==> src/rtl/vga_timing_gen.sv <==
`default_nettype none
// ============================================================================
// Module   : vga_timing_gen
// Brief    : Parametrised VGA raster engine. Issues pixel coordinates ahead of
//            display and realigns returned colour with sync/blank on the pins.
//            Optional colour-bar generator guarded by VGA_TEST_PATTERN_EN.
// Revision : 1.0 - initial release
// ============================================================================
module vga_timing_gen #(
    parameter int H_ACTIVE = 640,
    parameter int H_FP     = 16,
    parameter int H_SYNC   = 96,
    parameter int H_BP     = 48,
    parameter int V_ACTIVE = 480,
    parameter int V_FP     = 10,
    parameter int V_SYNC   = 2,
    parameter int V_BP     = 33,
    parameter int PIX_LAT  = 1,
    parameter bit SYNC_POL = 1'b0
) (
    input  logic       vga_pll,
    input  logic       vga_reset_n,
    input  logic [7:0] color_in,
    input  logic       test_mode,
    output logic [9:0] next_x,
    output logic [9:0] next_y,
    output logic       pixel_req,
    output logic       frame_start,
    output logic       VGA_HS,
    output logic       VGA_VS,
    output logic [7:0] VGA_R,
    output logic [7:0] VGA_G,
    output logic [7:0] VGA_B,
    output logic       VGA_BLANK_N,
    output logic       VGA_SYNC_N,
    output logic       VGA_CLK
);

    localparam int          c_h_total  = H_ACTIVE + H_FP + H_SYNC + H_BP;
    localparam int          c_v_total  = V_ACTIVE + V_FP + V_SYNC + V_BP;
    localparam logic [9:0]  c_h_last   = 10'(c_h_total - 1);
    localparam logic [9:0]  c_v_last   = 10'(c_v_total - 1);
    // Compare constants carry an extra bit so a sync region ending at 1024 still fits.
    localparam logic [10:0] c_h_act    = 11'(H_ACTIVE);
    localparam logic [10:0] c_hs_beg   = 11'(H_ACTIVE + H_FP);
    localparam logic [10:0] c_hs_end   = 11'(H_ACTIVE + H_FP + H_SYNC);
    localparam logic [10:0] c_v_act    = 11'(V_ACTIVE);
    localparam logic [10:0] c_vs_beg   = 11'(V_ACTIVE + V_FP);
    localparam logic [10:0] c_vs_end   = 11'(V_ACTIVE + V_FP + V_SYNC);

    logic [9:0]       r_h_cnt;
    logic [9:0]       r_v_cnt;
    logic [9:0]       r_next_x;
    logic [9:0]       r_next_y;
    logic             r_frame_start;
    logic [PIX_LAT:0] r_hs_d;
    logic [PIX_LAT:0] r_vs_d;
    logic [PIX_LAT:0] r_act_d;
    logic             r_hs;
    logic             r_vs;
    logic             r_blank_n;
    logic [7:0]       r_r;
    logic [7:0]       r_g;
    logic [7:0]       r_b;

    logic [10:0]      w_h;
    logic [10:0]      w_v;
    logic             w_h_act;
    logic             w_v_act;
    logic             w_hs;
    logic             w_vs;
    logic [7:0]       w_color;

    assign w_h     = {1'b0, r_h_cnt};
    assign w_v     = {1'b0, r_v_cnt};
    assign w_h_act = (w_h < c_h_act);
    assign w_v_act = (w_v < c_v_act);
    assign w_hs    = (w_h >= c_hs_beg) && (w_h < c_hs_end);
    assign w_vs    = (w_v >= c_vs_beg) && (w_v < c_vs_end);

    always_ff @(posedge vga_pll) begin
        if (!vga_reset_n) begin
            r_h_cnt <= '0;
            r_v_cnt <= '0;
        end else if (r_h_cnt == c_h_last) begin
            r_h_cnt <= '0;
            r_v_cnt <= (r_v_cnt == c_v_last) ? 10'd0 : r_v_cnt + 10'd1;
        end else begin
            r_h_cnt <= r_h_cnt + 10'd1;
        end
    end

    // Stage 0 of the delay line is the issue stage itself, so the tap at
    // PIX_LAT lines up with the colour returned for that coordinate.
    always_ff @(posedge vga_pll) begin
        if (!vga_reset_n) begin
            r_next_x      <= '0;
            r_next_y      <= '0;
            r_frame_start <= 1'b0;
            r_hs_d        <= '0;
            r_vs_d        <= '0;
            r_act_d       <= '0;
        end else begin
            r_next_x      <= w_h_act ? r_h_cnt : 10'd0;
            r_next_y      <= w_v_act ? r_v_cnt : 10'd0;
            r_frame_start <= (r_h_cnt == 10'd0) && (r_v_cnt == 10'd0);
            r_hs_d[0]     <= w_hs;
            r_vs_d[0]     <= w_vs;
            r_act_d[0]    <= w_h_act && w_v_act;
            for (int i = 1; i <= PIX_LAT; i++) begin
                r_hs_d[i]  <= r_hs_d[i-1];
                r_vs_d[i]  <= r_vs_d[i-1];
                r_act_d[i] <= r_act_d[i-1];
            end
        end
    end

`ifdef VGA_TEST_PATTERN_EN
    localparam int c_bar_w = H_ACTIVE / 8;

    logic [9:0] r_x_d [0:PIX_LAT];
    logic [2:0] w_bar_idx;
    logic [7:0] w_bar_col;

    always_ff @(posedge vga_pll) begin
        if (!vga_reset_n) begin
            for (int i = 0; i <= PIX_LAT; i++) r_x_d[i] <= '0;
        end else begin
            r_x_d[0] <= w_h_act ? r_h_cnt : 10'd0;
            for (int i = 1; i <= PIX_LAT; i++) r_x_d[i] <= r_x_d[i-1];
        end
    end

    always_comb begin
        w_bar_idx = 3'd0;
        for (int k = 1; k < 8; k++) begin
            if (r_x_d[PIX_LAT] >= 10'(k * c_bar_w)) w_bar_idx = 3'(k);
        end
    end

    always_comb begin
        w_bar_col = 8'h00;
        case (w_bar_idx)
            3'd0:    w_bar_col = 8'hFF;
            3'd1:    w_bar_col = 8'hFC;
            3'd2:    w_bar_col = 8'h1F;
            3'd3:    w_bar_col = 8'h1C;
            3'd4:    w_bar_col = 8'hE3;
            3'd5:    w_bar_col = 8'hE0;
            3'd6:    w_bar_col = 8'h03;
            default: w_bar_col = 8'h00;
        endcase
    end

    assign w_color = test_mode ? w_bar_col : color_in;
`else
    logic w_unused_test_mode;
    assign w_unused_test_mode = test_mode;
    assign w_color            = color_in;
`endif

    always_ff @(posedge vga_pll) begin
        if (!vga_reset_n) begin
            r_hs      <= !SYNC_POL;
            r_vs      <= !SYNC_POL;
            r_blank_n <= 1'b0;
            r_r       <= '0;
            r_g       <= '0;
            r_b       <= '0;
        end else begin
            r_hs      <= r_hs_d[PIX_LAT] ? SYNC_POL : !SYNC_POL;
            r_vs      <= r_vs_d[PIX_LAT] ? SYNC_POL : !SYNC_POL;
            r_blank_n <= r_act_d[PIX_LAT];
            if (r_act_d[PIX_LAT]) begin
                r_r <= {w_color[7:5], w_color[7:5], w_color[7:6]};
                r_g <= {w_color[4:2], w_color[4:2], w_color[4:3]};
                r_b <= {4{w_color[1:0]}};
            end else begin
                r_r <= '0;
                r_g <= '0;
                r_b <= '0;
            end
        end
    end

    assign next_x      = r_next_x;
    assign next_y      = r_next_y;
    assign pixel_req   = r_act_d[0];
    assign frame_start = r_frame_start;
    assign VGA_HS      = r_hs;
    assign VGA_VS      = r_vs;
    assign VGA_R       = r_r;
    assign VGA_G       = r_g;
    assign VGA_B       = r_b;
    assign VGA_BLANK_N = r_blank_n;
    assign VGA_SYNC_N  = 1'b0;
    assign VGA_CLK     = vga_pll;

endmodule
`default_nettype wire

==> config.mk <==
export PLATFORM = sky130hd
export DESIGN_NAME = vga_timing_gen
export DESIGN_NICKNAME = d
export VERILOG_FILES = /design/src/rtl/vga_timing_gen.sv
export SDC_FILE = /design/constraint.sdc
export NUM_CORES = 1
export LEC_CHECK = 0
export BUFFER_PORTS_ARGS = -buffer_cell sky130_fd_sc_hd__buf_2
export CAP_MARGIN = 20
export CELL_PAD_IN_SITES_DETAIL_PLACEMENT = 0
export CELL_PAD_IN_SITES_GLOBAL_PLACEMENT = 2
export CORE_ASPECT_RATIO = 2
export CORE_MARGIN = 2
export CORE_UTILIZATION = 28
export DETAILED_ROUTE_END_ITERATION = 10
export PLACE_DENSITY_LB_ADDON = 0.2
export SLEW_MARGIN = 20
export SYNTH_ARGS = -nofsm -noshare
export SYNTH_HDL_FRONTEND = slang
export SYNTH_SLANG_ARGS = --single-unit
==> constraint.sdc <==
create_clock -name vga_pll -period 1.6 [get_ports vga_pll]
set_input_delay 0.32 -clock vga_pll [delete_from_list [all_inputs] [get_ports vga_pll]]
set_output_delay 0.32 -clock vga_pll [all_outputs]
set_load 0.01 [all_outputs]
=== Yosys cells after proc, flatten, opt, wreduce, memory -nomap -nowiden ===
Cells that the tools add are included.

* Mux-type cells: 3
* Reduce and logical (&&, ||, !) cells: 10
* Order comparisons: 6
* Eq/ne operators: 2
* Bitwise gates (word level): 1
* $add $sub $neg: 2

{| class="wikitable"
|+ Operators with widths
! operator !! count
|-
| 10-bit by 1-bit adder with 10-bit output (second input constant) || 2
|-
| 10-bit equality test (second input constant) || 2
|-
| 10-bit zero test || 2
|-
| 10-bit < comparator (second input constant) || 2
|-
| 10-bit by 9-bit < comparator with 1-bit output (second input constant) || 2
|-
| 10-bit >= comparator (second input constant) || 1
|-
| 10-bit by 9-bit >= comparator with 1-bit output (second input constant) || 1
|-
| 10-bit two-way mux || 1
|-
| 2-bit AND reduction || 3
|-
| 1-bit logical AND || 4
|-
| 1-bit two-way mux || 2
|-
| 2-bit OR reduction || 1
|-
| 1-bit inverter || 1
|}

* Register bits: 74
* Input port bits: 11
* Logic and storage cells: 38

=== Depth between registers and ports, before layout ===
Gate-level depths: netlist of run 1.

* Word-level depth: 2
* Mapped depth: 6
* Depth with buffers taken out: 6

==> results of run 1 <==
[metrics by stage]
step	std cells	instance area (µm²)
global route	390	2990
global placement	371	2590
finish	390	2990
detailed placement	371	2590
floorplan	221	2180
CTS	390	2960
[kinds of logic (layout without fill, tap and decap cells)]
kind of cell	count (synthesis)	count (layout)	synth area share, %
compound gates	14	14	3.33
simple gates	100	100	27.1
other cells	1	2	0.172
fa+ha+maj	4	4	2.30
flops	58	58	53.3
xor+xnor	12	12	4.83
buf+inv	31	106	8.97
[cell usage in the layout (no fill, tap or decap), types with 2 or more instances in the layout]
cell / synthesis / routed
a21oi_1: 6 / 4
a21oi_2: 0 / 2
and2_1: 13 / 13
and3_1: 21 / 21
buf_2: 1 / 59
buf_4: 18 / 22
clkbuf_1: 4 / 3
clkbuf_16: 0 / 12
clkbuf_8: 0 / 2
conb_1: 1 / 2
dfxtp_1: 58 / 56
dfxtp_2: 0 / 2
ha_1: 4 / 3
inv_1: 5 / 5
nand2_1: 12 / 12
nand3_1: 6 / 6
nand4_1: 7 / 7
nor2_1: 19 / 19
nor2b_1: 2 / 2
nor3_1: 2 / 2
nor4_1: 4 / 4
o21ai_0: 5 / 4
o21ai_1: 2 / 3
or3_1: 5 / 4
xnor2_1: 5 / 5
xor2_1: 7 / 7
[worst max-delay path: cells and delay by family, from the launching register on]
family                     cells  cell delay, ns
adders and majority gates      1            0.18
and+or+nand+nor                3            0.73
buffers and inverters          1            0.13
AOI/OAI and AO/OA              1            0.11
DFF                            1            0.32
[area by class of cell]
type | count | area [µm²] | share of cell area (%)
Timing Repair Buffer | 81 | 467 | 15.6
Multi-Input combinational cell | 132 | 840 | 28.1
Inverter | 5 | 18.8 | 0.629
Clock buffer | 18 | 344 | 11.5
Tap cell | 94 | 118 | 3.94
Clock inverter | 2 | 35.0 | 1.17
Sequential cell | 58 | 1160 | 39.0
[worst paths after layout]
path / cells after the start / slack, ns / start / endpoint
max: 6 / 0.06 / r_h_cnt[0] / r_v_cnt[6]
min: 2 / 0.13 / color_in[3] / VGA_G[6]
max reg2reg: 6 / 0.06 / r_h_cnt[0] / r_v_cnt[6]
min reg2reg: 1 / 0.36 / r_hs_d[1] / VGA_HS
[metal layers]
layer | share of wire, % | wire [µm]
met5 | 0 | 0
met4 | 2.0 | 100
met3 | 5.6 | 283
met2 | 56 | 2810
met1 | 37 | 1850
[where the power goes]
group	total (mW)	internal [mW]	switching, mW
registers	1.48	1.47	0.0104
clock network	2.30	1.62	0.676
logic	0.129	0.0574	0.0713
total	3.91	3.15	0.758
[sequential cells by signal, summed over array words and instances (netlist names)]
| register | cells |
|---|---|
| next_y | 10 |
| VGA_BLANK_N | 1 |
| VGA_B | 2 |
| r_h_cnt | 10 |
| VGA_HS | 1 |
| VGA_G | 3 |
| VGA_R | 3 |
| r_hs_d | 2 |
| r_v_cnt | 10 |
| next_x | 10 |
| r_vs_d | 2 |
| frame_start | 1 |
| VGA_VS | 1 |
| r_act_d | 2 |
==> results.yml, run 1 <==
status:
  status: "finished, final reports clean"
cells_and_area:
  final_nets: 306
  drive_gt1_share_pct: 36.5
  area_growth_pct: 37.1
  diodes: 0
  nFillCells: 793
  fin_util_pct: 39.6
timing:
  fin_crit_ns: 1.54
  drv_slew: 0
  fmax_ghz: 0.651
  clock_skew_ns: 0.00548
  whs_ns: 0.125
  finalCritPeriodShare_pct: 96.0
  setup_viol: 0
  hold_viol: 0
  setup_tns_ns: 0
  setup_slack_ns: 0.0637
clock_tree:
  cts_tree: "done"
  cts_setup_buffers: 0
  clkLatencyLatePin_ns: 0.43
  clk_pin_slew_ns: 0.05
  post_cts_resized: 0
  postCtsHoldBufs: 0
grt:
  grtUsageMet1_pct: 12.0
  grt_max_degree: 24
  overflow: 0
  grt_pass1_wl_um: 7820
  met2_usage_pct: 22.7
  grt_pass1_vias: 1590
  antenna_found_initial: 0
  met3_usage_pct: 5.42
  gr-usage-all-layers_pct: 13.1
  busiest_layer: "met2"
routing:
  num_vias: 1691
  drtAntennaViolNets: 0
  via_per_inst: 4.34
  drt_iter0_drc: 42
  wl_per_cell_um: 12.9
  drt_first_pass_iters: 4
  drc_errors: 0
  wirelength_um: 5040
synth:
  synthFlopType: "dfxtp_1"
  yosysMostFrequentCell: "dfxtp_1"
  yosys_warnings: 0
  synth_area_per_cell_um2: 9.90
  synth_edf_count: 0
  async_flop_share_pct: 0
  synth_commonest_cells: "dfxtp_1 (58), and3_1 (21), nor2_1 (19), buf_4 (18), and2_1 (13)"
  synth_area_um2: 2180
  synth_seq_cells: 58
  synthCells: 220
  yosys.area.top_type: "dfxtp_1"
  synth_area_leaders: "dfxtp_1 (53%), buf_4 (6.2%), and3_1 (6.0%)"
  synth_top_area_share_pct: 53.3
  ys_seq_area_share_pct: 53.3
  synth_cell_type_count: 34
floorplanning:
  core_um2: 7540
  die_w_um: 66.4
  die_area_um2: 8540
  start_util_pct: 28.9
  row_count: 45
  die_y_um: 129
  ioPinCount: 62
critical_path:
  critPathMaxFanout: 5
  crit_path_end_kind: "register"
  worstSetupPathType: "register to register"
  arrival_ns: 1.90
  crit_chain: "ha_2, and4_1, buf_6, nand4_4, or3_4, a21oi_2"
  cp_slowest_cell: "or3_4"
  crit_path_start_kind: "register"
  required_ns: 1.97
  max_stage_delay_ns: 0.39
pwr:
  p_leak_nw: 1.44
  p_per_area_nw_per_um2: 1310
  ir_drop_mv: 0.455
  power_mw: 3.91
place:
  portBuffers: 59
  finalWeightedCongestion: 0.696
  hpwl_um: 3780
  place_ws_ns: 0.0608
hold_path:
  hold_class: "primary input to register"
run:
  drv_cap: 0
No activity file was read; power rests on OpenSTA's default activity.
==> inputs of run 2 (changes only) <==
==> config.mk (replaced) <==
export PLATFORM = sky130hd
export DESIGN_NAME = vga_timing_gen
export DESIGN_NICKNAME = d
export VERILOG_FILES = /design/src/rtl/vga_timing_gen.sv
export SDC_FILE = /design/constraint.sdc
export NUM_CORES = 1
export LEC_CHECK = 0
export CAP_MARGIN = 20
export CELL_PAD_IN_SITES_DETAIL_PLACEMENT = 0
export CELL_PAD_IN_SITES_GLOBAL_PLACEMENT = 2
export CORE_ASPECT_RATIO = 2
export CORE_MARGIN = 2
export CORE_UTILIZATION = 30
export DETAILED_ROUTE_END_ITERATION = 10
export DONT_BUFFER_PORTS = 1
export PLACE_DENSITY_LB_ADDON = 0.2
export SLEW_MARGIN = 25
export SYNTH_ARGS = -nofsm -noshare
export SYNTH_HDL_FRONTEND = slang
export SYNTH_SLANG_ARGS = --single-unit
==> run 2 against run 1 <==
  * Sequential share of layout area grew 6.6 points
  * Wire length shrank 8.4%
  * Global-route usage shrank 0.24 points
  * Largest power group unchanged
  * Highest routed layer unchanged
==> results.yml, run 2 (same netlist as run 1, synthesis figures left out) <==
status:
  status: "finished, final reports clean"
grt:
  antenna_found_initial: 0
  overflow: 0
  grt_max_degree: 32
  gr-usage-all-layers_pct: 12.8
  grt_pass1_vias: 1473
  grt_pass1_wl_um: 7630
clock_tree:
  cts_tree: "done"
  clock-root-buffer: "clkbuf_16"
  cts_max_level: 3
  clk_pin_slew_ns: 0.05
  cts.sinks: 58
  clkLatencyLatePin_ns: 0.32
  clockBufferDepth: 2
  cts_buffers: 9
  cts_setup_buffers: 0
critical_path:
  crit_path_end_kind: "register"
  arrival_ns: 1.78
  required_ns: 1.86
  critPathMaxFanout: 7
  cp_slowest_cell: "or3_1"
  crit_chain: "ha_1, and4_4, nand4_4, or3_1, a21oi_1"
  crit_path_start_kind: "register"
  max_stage_delay_ns: 0.37
  worstSetupPathType: "register to register"
cells_and_area:
  nFillCells: 754
  diodes: 0
  final_common_cell: "dfxtp_1"
  area_growth_pct: 17.1
  layout_common_cells: "dfxtp_1 (58), and3_1 (21), nor2_1 (19), buf_4 (19), and2_1 (13)"
  final_nets: 240
  drive_gt1_share_pct: 17.8
  fin_util_pct: 35.6
place:
  place_ws_ns: -0.0542
  finalWeightedCongestion: 0.778
  portBuffers: 0
  hpwl_um: 3240
routing:
  drc_errors: 0
  drt_iter0_drc: 64
  drtAntennaViolNets: 0
  via_per_inst: 4.64
  wl_per_cell_um: 14.3
  wirelength_um: 4620
  drt_first_pass_iters: 4
  num_vias: 1493
floorplanning:
  start_util_pct: 30.4
  die_y_um: 124
  die_area_um2: 8000
  die_w_um: 64.2
  ioPinCount: 62
  core_um2: 7160
  row_count: 44
run:
  drv_cap: 0
timing:
  drv_slew: 0
  hold_viol: 0
  clock_skew_ns: 0.00714
  fin_crit_ns: 1.52
  fmax_ghz: 0.658
  finalCritPeriodShare_pct: 94.9
  setup_viol: 0
  setup_slack_ns: 0.0808
  rsz0062_at_grt: "false"
pwr:
  power_mw: 3.29
  ir_drop_mv: 0.504
  p_leak_nw: 1.07
  p_per_area_nw_per_um2: 1290
hold_path:
  hold_class: "primary input to register"
==> run 2: area by class of cell <==
type	count	area [µm²]	share of cell area, %
Multi-Input combinational cell	132	838	32.9
Tap cell	92	115	4.52
Inverter	5	18.8	0.736
Timing Repair Buffer	19	143	5.60
Sequential cell	58	1160	45.6
Clock inverter	5	30.0	1.18
Clock buffer	11	243	9.52
==> run 2: layer usage <==
layer | vias to the layer above | global-route usage, % | wire (µm) | share of wire (%)
met5 | - | 0 | 0 | 0
met4 | 0 | 8.01 | 144 | 3.1
met3 | 11 | 4.79 | 262 | 5.7
met2 | 52 | 20.7 | 2330 | 51
met1 | 699 | 13.8 | 1880 | 41
li1 | 731 | - | - | -
==> run 2: per-stage QoR <==
step | hold slack, ns | std cells | setup TNS [ns] | instance area, µm²
2_1_floorplan | 0.343 | 221 | 0 | 2180
3_3_place_gp | 0.320 | 306 | -0.0372 | 2260
3_5_place_dp | 0.320 | 306 | -0.231 | 2260
4_1_cts | 0.0545 | 322 | 0 | 2540
5_1_grt | 0.0547 | 322 | 0 | 2550
6_report | 0.0667 | 322 | 0 | 2550
==> run 2: path summary, 6_finish.rpt <==
path         slack, ns  cells past startpoint          to         from
max               0.08                      5  r_v_cnt[6]   r_h_cnt[1]
min               0.07                      1      VGA_VS  vga_reset_n
max reg2reg       0.08                      5  r_v_cnt[6]   r_h_cnt[1]
min reg2reg       0.36                      1      VGA_VS    r_vs_d[1]
==> run 2: worst max-delay path: cells and delay by family, from the launching register on <==
kind	cells	cell delay, ns
DFF	1	0.33
AOI/OAI and AO/OA	1	0.14
and+or+nand+nor	3	0.80
adders and majority gates	1	0.17
==> run 2: where the power goes <==
part / leakage [nW] / internal, mW / switching [mW]
Clock: 0.131 / 1.08 / 0.647
Combinational: 0.470 / 0.0302 / 0.0378
Sequential: 0.470 / 1.47 / 0.0277
Total: 1.07 / 2.58 / 0.713
==> run 2: repair_timing <==
| item | 4_1_cts | 5_1_grt |
|---|---|---|
| setup endpoints to repair | 9 | 9 |
| hold buffers | 0 | 0 |
| pin swaps | 0 | 1 |
| cloned | 0 | 0 |
| gates resized for setup | 1 | 3 |
